==> src/rtl/regfile_wb_arbiter_if.sv <==
// Writeback bus between the requesters, the round-robin arbiter and the regfile write port.
// Requester fields are packed flat, with requester i at slice i.
interface regfile_wb_arbiter_if #(
  parameter int NREQ   = 2,
  parameter int ADDR_W = 5,
  parameter int DATA_W = 32
);
  localparam int ID_W = (NREQ > 1) ? $clog2(NREQ) : 1;

  logic [NREQ-1:0]        req_valid;
  logic [NREQ-1:0]        req_ready;
  logic [NREQ*ADDR_W-1:0] req_addr;
  logic [NREQ*DATA_W-1:0] req_data;
  logic                   wb_stall;
  logic                   wr_en;
  logic [ADDR_W-1:0]      wr_addr;
  logic [DATA_W-1:0]      wr_data;
  logic [ID_W-1:0]        grant_id;
  logic                   busy;

  modport slave (
    input  req_valid, req_addr, req_data, wb_stall,
    output req_ready, wr_en, wr_addr, wr_data, grant_id, busy
  );

  modport master (
    output req_valid, req_addr, req_data, wb_stall,
    input  req_ready, wr_en, wr_addr, wr_data, grant_id, busy
  );
endinterface

==> src/rtl/regfile_wb_arbiter.sv <==
// Round-robin arbiter sharing one regfile write port among NREQ writeback requesters,
// with a single registered output stage that back-pressures on wb_stall.
module regfile_wb_arbiter #(
  parameter int NREQ   = 2,
  parameter int ADDR_W = 5,
  parameter int DATA_W = 32
) (
  input  logic                 clk,
  input  logic                 reset,
  regfile_wb_arbiter_if.slave  bus
);
  localparam int ID_W = (NREQ > 1) ? $clog2(NREQ) : 1;

  logic              stage_vld_q, stage_vld_d;
  logic [ADDR_W-1:0] stage_addr_q, stage_addr_d;
  logic [DATA_W-1:0] stage_data_q, stage_data_d;
  logic [ID_W-1:0]   stage_id_q, stage_id_d;
  logic [ID_W-1:0]   rr_ptr_q, rr_ptr_d;

  logic              win_found_s;
  logic [ID_W-1:0]   win_id_s;
  logic [ID_W-1:0]   scan_idx_s;
  logic              can_accept_s;
  logic              drain_s;
  logic              xfer_s;
  logic [NREQ-1:0]   ready_s;

  assign can_accept_s = ~stage_vld_q | ~bus.wb_stall;
  assign drain_s      = stage_vld_q & ~bus.wb_stall;
  assign xfer_s       = win_found_s & can_accept_s & ~reset;

  // Round-robin scan starting at rr_ptr: first valid requester wins.
  always_comb begin
    win_found_s = 1'b0;
    win_id_s    = '0;
    scan_idx_s  = '0;
    for (int k = 0; k < NREQ; k++) begin
      scan_idx_s = ID_W'((int'(rr_ptr_q) + k) % NREQ);
      if (!win_found_s && bus.req_valid[scan_idx_s]) begin
        win_found_s = 1'b1;
        win_id_s    = scan_idx_s;
      end else begin
        win_found_s = win_found_s;
      end
    end
  end

  // Only the winner sees ready, and only when the stage can take a new write.
  always_comb begin
    ready_s = '0;
    if (xfer_s) begin
      ready_s[win_id_s] = 1'b1;
    end else begin
      ready_s = '0;
    end
  end

  // Next-state for the output stage and round-robin pointer.
  always_comb begin
    stage_vld_d  = stage_vld_q;
    stage_addr_d = stage_addr_q;
    stage_data_d = stage_data_q;
    stage_id_d   = stage_id_q;
    rr_ptr_d     = rr_ptr_q;
    if (xfer_s) begin
      stage_vld_d  = 1'b1;
      stage_addr_d = bus.req_addr[win_id_s*ADDR_W +: ADDR_W];
      stage_data_d = bus.req_data[win_id_s*DATA_W +: DATA_W];
      stage_id_d   = win_id_s;
      rr_ptr_d     = (win_id_s == ID_W'(NREQ - 1)) ? '0 : win_id_s + ID_W'(1);
    end else if (drain_s) begin
      stage_vld_d  = 1'b0;
    end else begin
      stage_vld_d  = stage_vld_q;
    end
  end

  // Stage and pointer registers; reset discards any pending write.
  always_ff @(posedge clk or posedge reset) begin
    if (reset) begin
      stage_vld_q  <= 1'b0;
      stage_addr_q <= '0;
      stage_data_q <= '0;
      stage_id_q   <= '0;
      rr_ptr_q     <= '0;
    end else begin
      stage_vld_q  <= stage_vld_d;
      stage_addr_q <= stage_addr_d;
      stage_data_q <= stage_data_d;
      stage_id_q   <= stage_id_d;
      rr_ptr_q     <= rr_ptr_d;
    end
  end

  // Writes to x0 occupy the stage but never reach the regfile.
  assign bus.wr_en     = stage_vld_q & (stage_addr_q != '0) & ~bus.wb_stall;
  assign bus.wr_addr   = stage_addr_q;
  assign bus.wr_data   = stage_data_q;
  assign bus.grant_id  = stage_id_q;
  assign bus.busy      = stage_vld_q;
  assign bus.req_ready = ready_s;
endmodule

==> src/flat_wrapper.sv <==
// flat-port wrapper written by rule: the top's interface ports become plain ports
module regfile_wb_arbiter_flat 
#(
  parameter int NREQ   = 2,
  parameter int ADDR_W = 5,
  parameter int DATA_W = 32
)
  (clk, reset, bus_req_valid, bus_req_addr, bus_req_data, bus_wb_stall, bus_req_ready, bus_wr_en, bus_wr_addr, bus_wr_data, bus_grant_id, bus_busy);
  regfile_wb_arbiter_if #(.NREQ(NREQ), .ADDR_W(ADDR_W), .DATA_W(DATA_W)) bus_i ();
  input  logic clk;
  input  logic reset;
  input wire logic [$bits(bus_i.req_valid)-1:0] bus_req_valid;
  input wire logic [$bits(bus_i.req_addr)-1:0] bus_req_addr;
  input wire logic [$bits(bus_i.req_data)-1:0] bus_req_data;
  input wire logic [$bits(bus_i.wb_stall)-1:0] bus_wb_stall;
  output wire logic [$bits(bus_i.req_ready)-1:0] bus_req_ready;
  output wire logic [$bits(bus_i.wr_en)-1:0] bus_wr_en;
  output wire logic [$bits(bus_i.wr_addr)-1:0] bus_wr_addr;
  output wire logic [$bits(bus_i.wr_data)-1:0] bus_wr_data;
  output wire logic [$bits(bus_i.grant_id)-1:0] bus_grant_id;
  output wire logic [$bits(bus_i.busy)-1:0] bus_busy;
  assign bus_i.req_valid = bus_req_valid;
  assign bus_i.req_addr = bus_req_addr;
  assign bus_i.req_data = bus_req_data;
  assign bus_i.wb_stall = bus_wb_stall;
  assign bus_req_ready = bus_i.req_ready;
  assign bus_wr_en = bus_i.wr_en;
  assign bus_wr_addr = bus_i.wr_addr;
  assign bus_wr_data = bus_i.wr_data;
  assign bus_grant_id = bus_i.grant_id;
  assign bus_busy = bus_i.busy;
  regfile_wb_arbiter #(.NREQ(NREQ), .ADDR_W(ADDR_W), .DATA_W(DATA_W)) u_core (.clk(clk), .reset(reset), .bus(bus_i));
endmodule
==> config.mk <==
export PLATFORM = sky130hd
export DESIGN_NAME = regfile_wb_arbiter_flat
export DESIGN_NICKNAME = d
export VERILOG_FILES = /design/src/rtl/regfile_wb_arbiter_if.sv /design/src/rtl/regfile_wb_arbiter.sv /design/src/flat_wrapper.sv
export SDC_FILE = /design/constraint.sdc
export NUM_CORES = 1
export LEC_CHECK = 0
export BUFFER_PORTS_ARGS = -buffer_cell sky130_fd_sc_hd__buf_2
export CORE_ASPECT_RATIO = 1.4
export CORE_MARGIN = 2
export CORE_UTILIZATION = 40
export CTS_CLUSTER_SIZE = 10
export DETAILED_ROUTE_END_ITERATION = 7
export PLACE_DENSITY = 0.76
export SYNTH_ARGS = -nofsm -noshare
export SYNTH_HDL_FRONTEND = slang
export SYNTH_SLANG_ARGS = --single-unit
export TNS_END_PERCENT = 20
==> constraint.sdc <==
create_clock -name clk -period 3.4 [get_ports clk]
set_clock_uncertainty 0.2 [all_clocks]
set_input_delay 0.17 -clock clk [delete_from_list [all_inputs] [get_ports clk]]
set_output_delay 0.17 -clock clk [all_outputs]
set_load 0.02 [all_outputs]
# [Yosys cells after proc, flatten, opt, wreduce, memory -nomap -nowiden]
# Cells that the tools add are included.
[totals] output_inout_bits=42 in_bits=79 romBits=0 wordCells=42 mem_bits_rw=0 latchBits=0 mem_count=0 ff_bits=40
[op_classes] eq_ne=0 shifts=2 n_mux=14 n_addsub=2 bitwise=9 order_cmp=4 n_reduce_logical=5 n_mul=1 div=0
[op_table] op="indexed part select 64 x 7 -> 32 bit" count=1
[op_table] op="two-way mux 1 bit" count=12
[op_table] op="indexed part select 10 x 5 -> 5 bit" count=1
[op_table] op="less-than comparator 1 x 2 -> 1 bit, second input constant" count=3
[op_table] op="bitwise AND 1 bit" count=5
[op_table] op="nonzero test 5 bit" count=1
[op_table] op="multiplier 1 x 3 -> 4 bit, second input constant" count=1
[op_table] op="inverter 1 bit" count=3
[op_table] op="adder 1 bit, second input constant" count=2
[op_table] op="logical AND 1 bit" count=2
[op_table] op="two-way mux 2 bit" count=1
[op_table] op="nonzero test 2 bit" count=1
[op_table] op="demux 1 bit (select 1 bit)" count=1
[op_table] op=">= comparator 1 bit, second input constant" count=1
[op_table] op="logical NOT 1 bit" count=1
[op_table] op="OR 1 bit" count=1

# [Depth between registers and ports, before layout]
[logic_depth] ltp_word=11 ltp_mapped=5 depth_no_buf=3

# [Worst setup path after synthesis]
# Ideal clock, no wire load.
[synth_timing] path_kind="flip-flop to flip-flop" start="register u_core.stage_vld_q (netlist: u_core.bus.busy)" end="register u_core.stage_id_q (netlist: u_core.bus.grant_id)" synth_period_minus_slack_ns=1.713 setup_slack_ns=1.687 required_ns=3.135 setup_ns=0.065 path_stages_with_launch=6 arrival_ns=1.448 path_buffers=2 path_cell_list="dfrtp_1 -> a21o_1 -> buf_4 -> buf_4 -> nor3b_2 -> a21o_1"
[synth_via] elab_chain_cells=4
[synth_lines] element="from (decl)" line_no="regfile_wb_arbiter.sv:14" text="logic stage_vld_q, stage_vld_d;"
[synth_lines] element="from (signal assigned)" line_no="regfile_wb_arbiter.sv:87" text="stage_vld_q <= stage_vld_d;"
[synth_lines] element="inverter 1 bit" line_no="regfile_wb_arbiter.sv:28" text="assign can_accept_s = ~stage_vld_q | ~bus.wb_stall;"
[synth_lines] element="OR 1 bit" line_no="regfile_wb_arbiter.sv:28"
[synth_lines] element="bitwise AND 1 bit (2 in a row)" line_no="regfile_wb_arbiter.sv:30" text="assign xfer_s = win_found_s & can_accept_s & ~reset;"
[synth_lines] element="to (signal assigned)" line_no="regfile_wb_arbiter.sv:90" text="stage_id_q <= stage_id_d;"
[synth_lines] element="to (decl)" line_no="regfile_wb_arbiter.sv:17" text="logic [ID_W-1:0] stage_id_q, stage_id_d;"
# Every way passes these cells.
# A chain may end at the register's enable or synchronous reset.

# [Worst setup path in the final report]
[layout_timing] start="register u_core.rr_ptr_q" end="output port bus_req_ready[1]"
[layout_via] elab_chain_cells=11 word_cells_on_any_way=19 classes_between="add/sub: 1; order compare: 2; mux: 11; bitwise: 2; reduce/logical: 3"
[layout_lines] element="from (decl)" line_no="regfile_wb_arbiter.sv:18" text="logic [ID_W-1:0] rr_ptr_q, rr_ptr_d;"
[layout_lines] element="from (signal assigned)" line_no="regfile_wb_arbiter.sv:91" text="rr_ptr_q <= rr_ptr_d;"
[layout_lines] element="two-way mux 1 bit (not written as such) (2 in a row)" line_no="regfile_wb_arbiter.sv:39" text="if (!win_found_s && bus.req_valid[scan_idx_s]) begin"
[layout_lines] element="two-way mux 1 bit" line_no="regfile_wb_arbiter.sv:39"
[layout_lines] element="logical NOT 1 bit" line_no="regfile_wb_arbiter.sv:39"
[layout_lines] element="logical AND 1 bit" line_no="regfile_wb_arbiter.sv:39"
[layout_lines] element="two-way mux 1 bit" line_no="regfile_wb_arbiter.sv:39"
[layout_lines] element="less-than comparator 1 x 2 -> 1 bit (not written as such) or >= comparator 1 bit (tied branches)" line_no="regfile_wb_arbiter.sv:52" text="ready_s[win_id_s] = 1'b1;"
[layout_lines] element="logical AND 1 bit (not written as such)" line_no="regfile_wb_arbiter.sv:52"
[layout_lines] element="two-way mux 1 bit (not written as such)" line_no="regfile_wb_arbiter.sv:52"
[layout_lines] element="demux 1 bit (select 1 bit)"
[layout_lines] element="two-way mux 2 bit *" line_no="regfile_wb_arbiter.sv:51" text="if (xfer_s) begin"
[layout_lines] element="to (decl)" line_no="flat_wrapper.sv:16" text="output wire logic [$bits(bus_i.req_ready)-1:0] bus_req_ready;"
# Mark *: on every way between the ends. The rest lies on a longest branch, timed or not. The select of a mux whose other input is x is not followed.

==> impl_metrics.json <==
{
  "status": "complete, no violations",
  "cts-root-buf": "clkbuf_8",
  "timing.final.crit_share": 0.6931,
  "fin_crit_ns": 2.357,
  "cts_max_level": 2,
  "startpoint_type": "register",
  "clock_path_buffers": 2,
  "synth_top_cell_by_area": "dfrtp_1",
  "finalNetCount": 414,
  "p_total_mw": 1.521,
  "wl_um": 6123,
  "drive_above_1_share": 0.3988,
  "layout_setup_ws_ns": 1.043,
  "wl_per_cell_um": 15.38,
  "cts_made_buffers": 5,
  "fin_cells": 398,
  "vdd_ir_drop_max_uv": 276.9,
  "cp.arrival_ns": 1.99,
  "syn-cell-area_mm2": 0.001913,
  "die_h_um": 85.83,
  "setup_violations": 0,
  "worstSetupStartpoint": "u_core.rr_ptr_q",
  "vias": 2105,
  "rsz0062_at_grt": "no",
  "fillers": 395,
  "drt_iter0_markers": 135,
  "layout_commonest_cell": "buf_2",
  "cpMaxStageDelayCell": "nor2b_2",
  "mostFrequentLayoutCells": "buf_2 (120), nand2_1 (40), dfrtp_1 (40)",
  "core_area_mm2": 0.004572,
  "cp_top_family": "simple AND/OR/NAND/NOR gates",
  "rr_endpoint": "u_core.bus.wr_data[26]",
  "cts.sinks": 40,
  "crit_fanout": 20,
  "max-slew-margin-rel": 0.3032,
  "grt_first_pass_wirelength_um": 9922,
  "dpl.cell_count": 351,
  "syn_nets": 265,
  "rr_startpoint": "u_core.bus.busy",
  "fp.dieW_um": 62.45,
  "cts_resized": 0,
  "synth_edf_count": 0,
  "path_class": "register to primary output",
  "finalSetupTns_ns": 0,
  "grt_overflow": 0,
  "gr-usage-all-layers": 0.2328,
  "io_buffers": 120,
  "synth-seq-area-share": 0.5232,
  "cts_tree": "built",
  "reg2reg_slack_ns": 1.24,
  "endpoint_kind": "primary output",
  "p_leak_nw": 1.511,
  "worst_pin_slew_ns": 1.041,
  "crit_end": "bus_req_ready[1]",
  "die_area_mm2": 0.005360,
  "antenna_found_initial": 0,
  "worst-path-stages": 4,
  "clock_latency_ns": 0.29,
  "synth.avg_cell_area_um2": 10.29,
  "grt_max_degree": 41,
  "syn_inst": 186,
  "async_reset_ff_frac": 1.000,
  "first_global_vias": 2127,
  "post-cts-setup-buffers": 0,
  "gp_congestion": 0.7929,
  "m1WireLength_um": 2502,
  "dr.pass1.iters": 4,
  "drc_errors": 0,
  "fmax_mhz": 424.3,
  "wl_met3_um": 303,
  "required_ns": 3.03,
  "top_layer": "met4",
  "io_pins": 121,
  "hold_viol_final": 0,
  "ant_nets": 0,
  "pre_cts_ws_ns": 1.282,
  "powerDensity_mw_per_mm2": 506.3,
  "yosys_warnings": 0,
  "crit_path_cell_trace": "nor2b_2 -> buf_4 -> nor3b_2 -> buf_2",
  "syn2layout_area_growth_pct": 57.03,
  "dp_hpwl_um": 3743,
  "initial_core_util": 0.4184,
  "synthDistinctLibCells": 18,
  "wl_met2_um": 3117,
  "antenna_cells": 0,
  "ys_top_cells_by_area": "dfrtp_1 (52%), a221o_1 (19%), nor3_1 (9.7%)",
  "r2r_cells": 4,
  "synth_top_cell_area_share": 0.5232,
  "viasPerCell": 5.289,
  "synth_seq_cells": 40,
  "ys.flop_type": "dfrtp_1",
  "num_rows": 29,
  "path_clk_slew_ns": 0.08,
  "critPathBufInv": 2,
  "cpPeakStageDelay_ns": 0.62,
  "hold_class": "input port to register",
  "drv_cap": 0,
  "drv_slew": 0
}
[logic make-up (layout without fill, tap and decap cells)]
family          Yosys count  after routing  synth area share
buf+inv                  21            171           0.06540
simple gates             83             83            0.2008
flops                    40             40            0.5232
compound gates           42             42            0.2106
[worst min path at each step]
stage	start	to	slack (ns)	cells after the start
after floorplan	bus_wb_stall	u_core.bus.busy	0.08	2
after global placement	reset	u_core.bus.wr_data[9]	-0.07	2
after detailed placement	reset	u_core.bus.wr_data[9]	-0.06	2
after CTS	bus_req_data[63]	u_core.bus.wr_data[31]	0.06	4
after global routing	bus_req_data[51]	u_core.bus.wr_data[19]	0.07	4
final	bus_req_data[41]	u_core.bus.wr_data[9]	0.07	4
[timing repair]
action / CTS / global route
hold buffers: 39 / 0
endpoints found under the hold margin: 47 / 0
setup endpoints to repair: 0 / 0
[sequential cells by signal, indices dropped and copies added (netlist names)]
| signal | cells |
|---|---|
| u_core.bus.wr_addr | 5 |
| u_core.bus.wr_data | 32 |
| u_core.rr_ptr_q | 1 |
| u_core.bus.busy | 1 |
| u_core.bus.grant_id | 1 |
[stage by stage]
stage               hold slack, ns  instance area (µm²)  utilization
floorplan                  0.07962                 1913            -
global placement          -0.06705                 2506       0.5482
detailed placement        -0.06134                 2506       0.5482
CTS                        0.06377                 3004       0.6571
global route               0.07185                 3004       0.6571
finish                     0.07434                 3004       0.6571
[metal layers]
layer  up-vias  track usage
met5         -            0
met3        18      0.04856
met2        84       0.4106
li1       1008            -
met1       995       0.2747
met4         0      0.09899
[worst min-delay path, delay by kind of cell]
| kind | cells | cell delay [ns] |
|---|---|---|
| AOI/OAI and AO/OA | 1 | 0.12 |
| buffers and inverters | 1 | 0.07 |
| and+or+nand+nor | 2 | 0.16 |
[layout make-up]
| cell class | count | area (µm²) | share of cell area |
|---|---|---|---|
| Tap cell | 62 | 77.57 | 0.02582 |
| Sequential cell | 40 | 1001 | 0.3332 |
| Clock buffer | 6 | 72.57 | 0.02416 |
| Clock inverter | 2 | 35.03 | 0.01166 |
| Timing Repair Buffer | 162 | 1013 | 0.3374 |
| Inverter | 1 | 3.754 | 0.001249 |
| Multi-Input combinational cell | 125 | 800.8 | 0.2666 |
[cells in the mapped netlist, types with 2 or more instances]
master / instances
a21o_1: 3
buf_4: 5
a221o_1: 37
buf_2: 10
nor3_1: 37
buf_6: 2
clkbuf_1: 3
dfrtp_1: 40
nand2_1: 40
[power breakdown]
part           internal [mW]  total, mW  leakage, nW  switching (mW)
registers              0.571      0.629        0.494          0.0577
clock network          0.218      0.379       0.0552           0.161
logic                  0.223      0.513        0.961           0.290
Note: power is estimated with default switching activity, not from simulation.
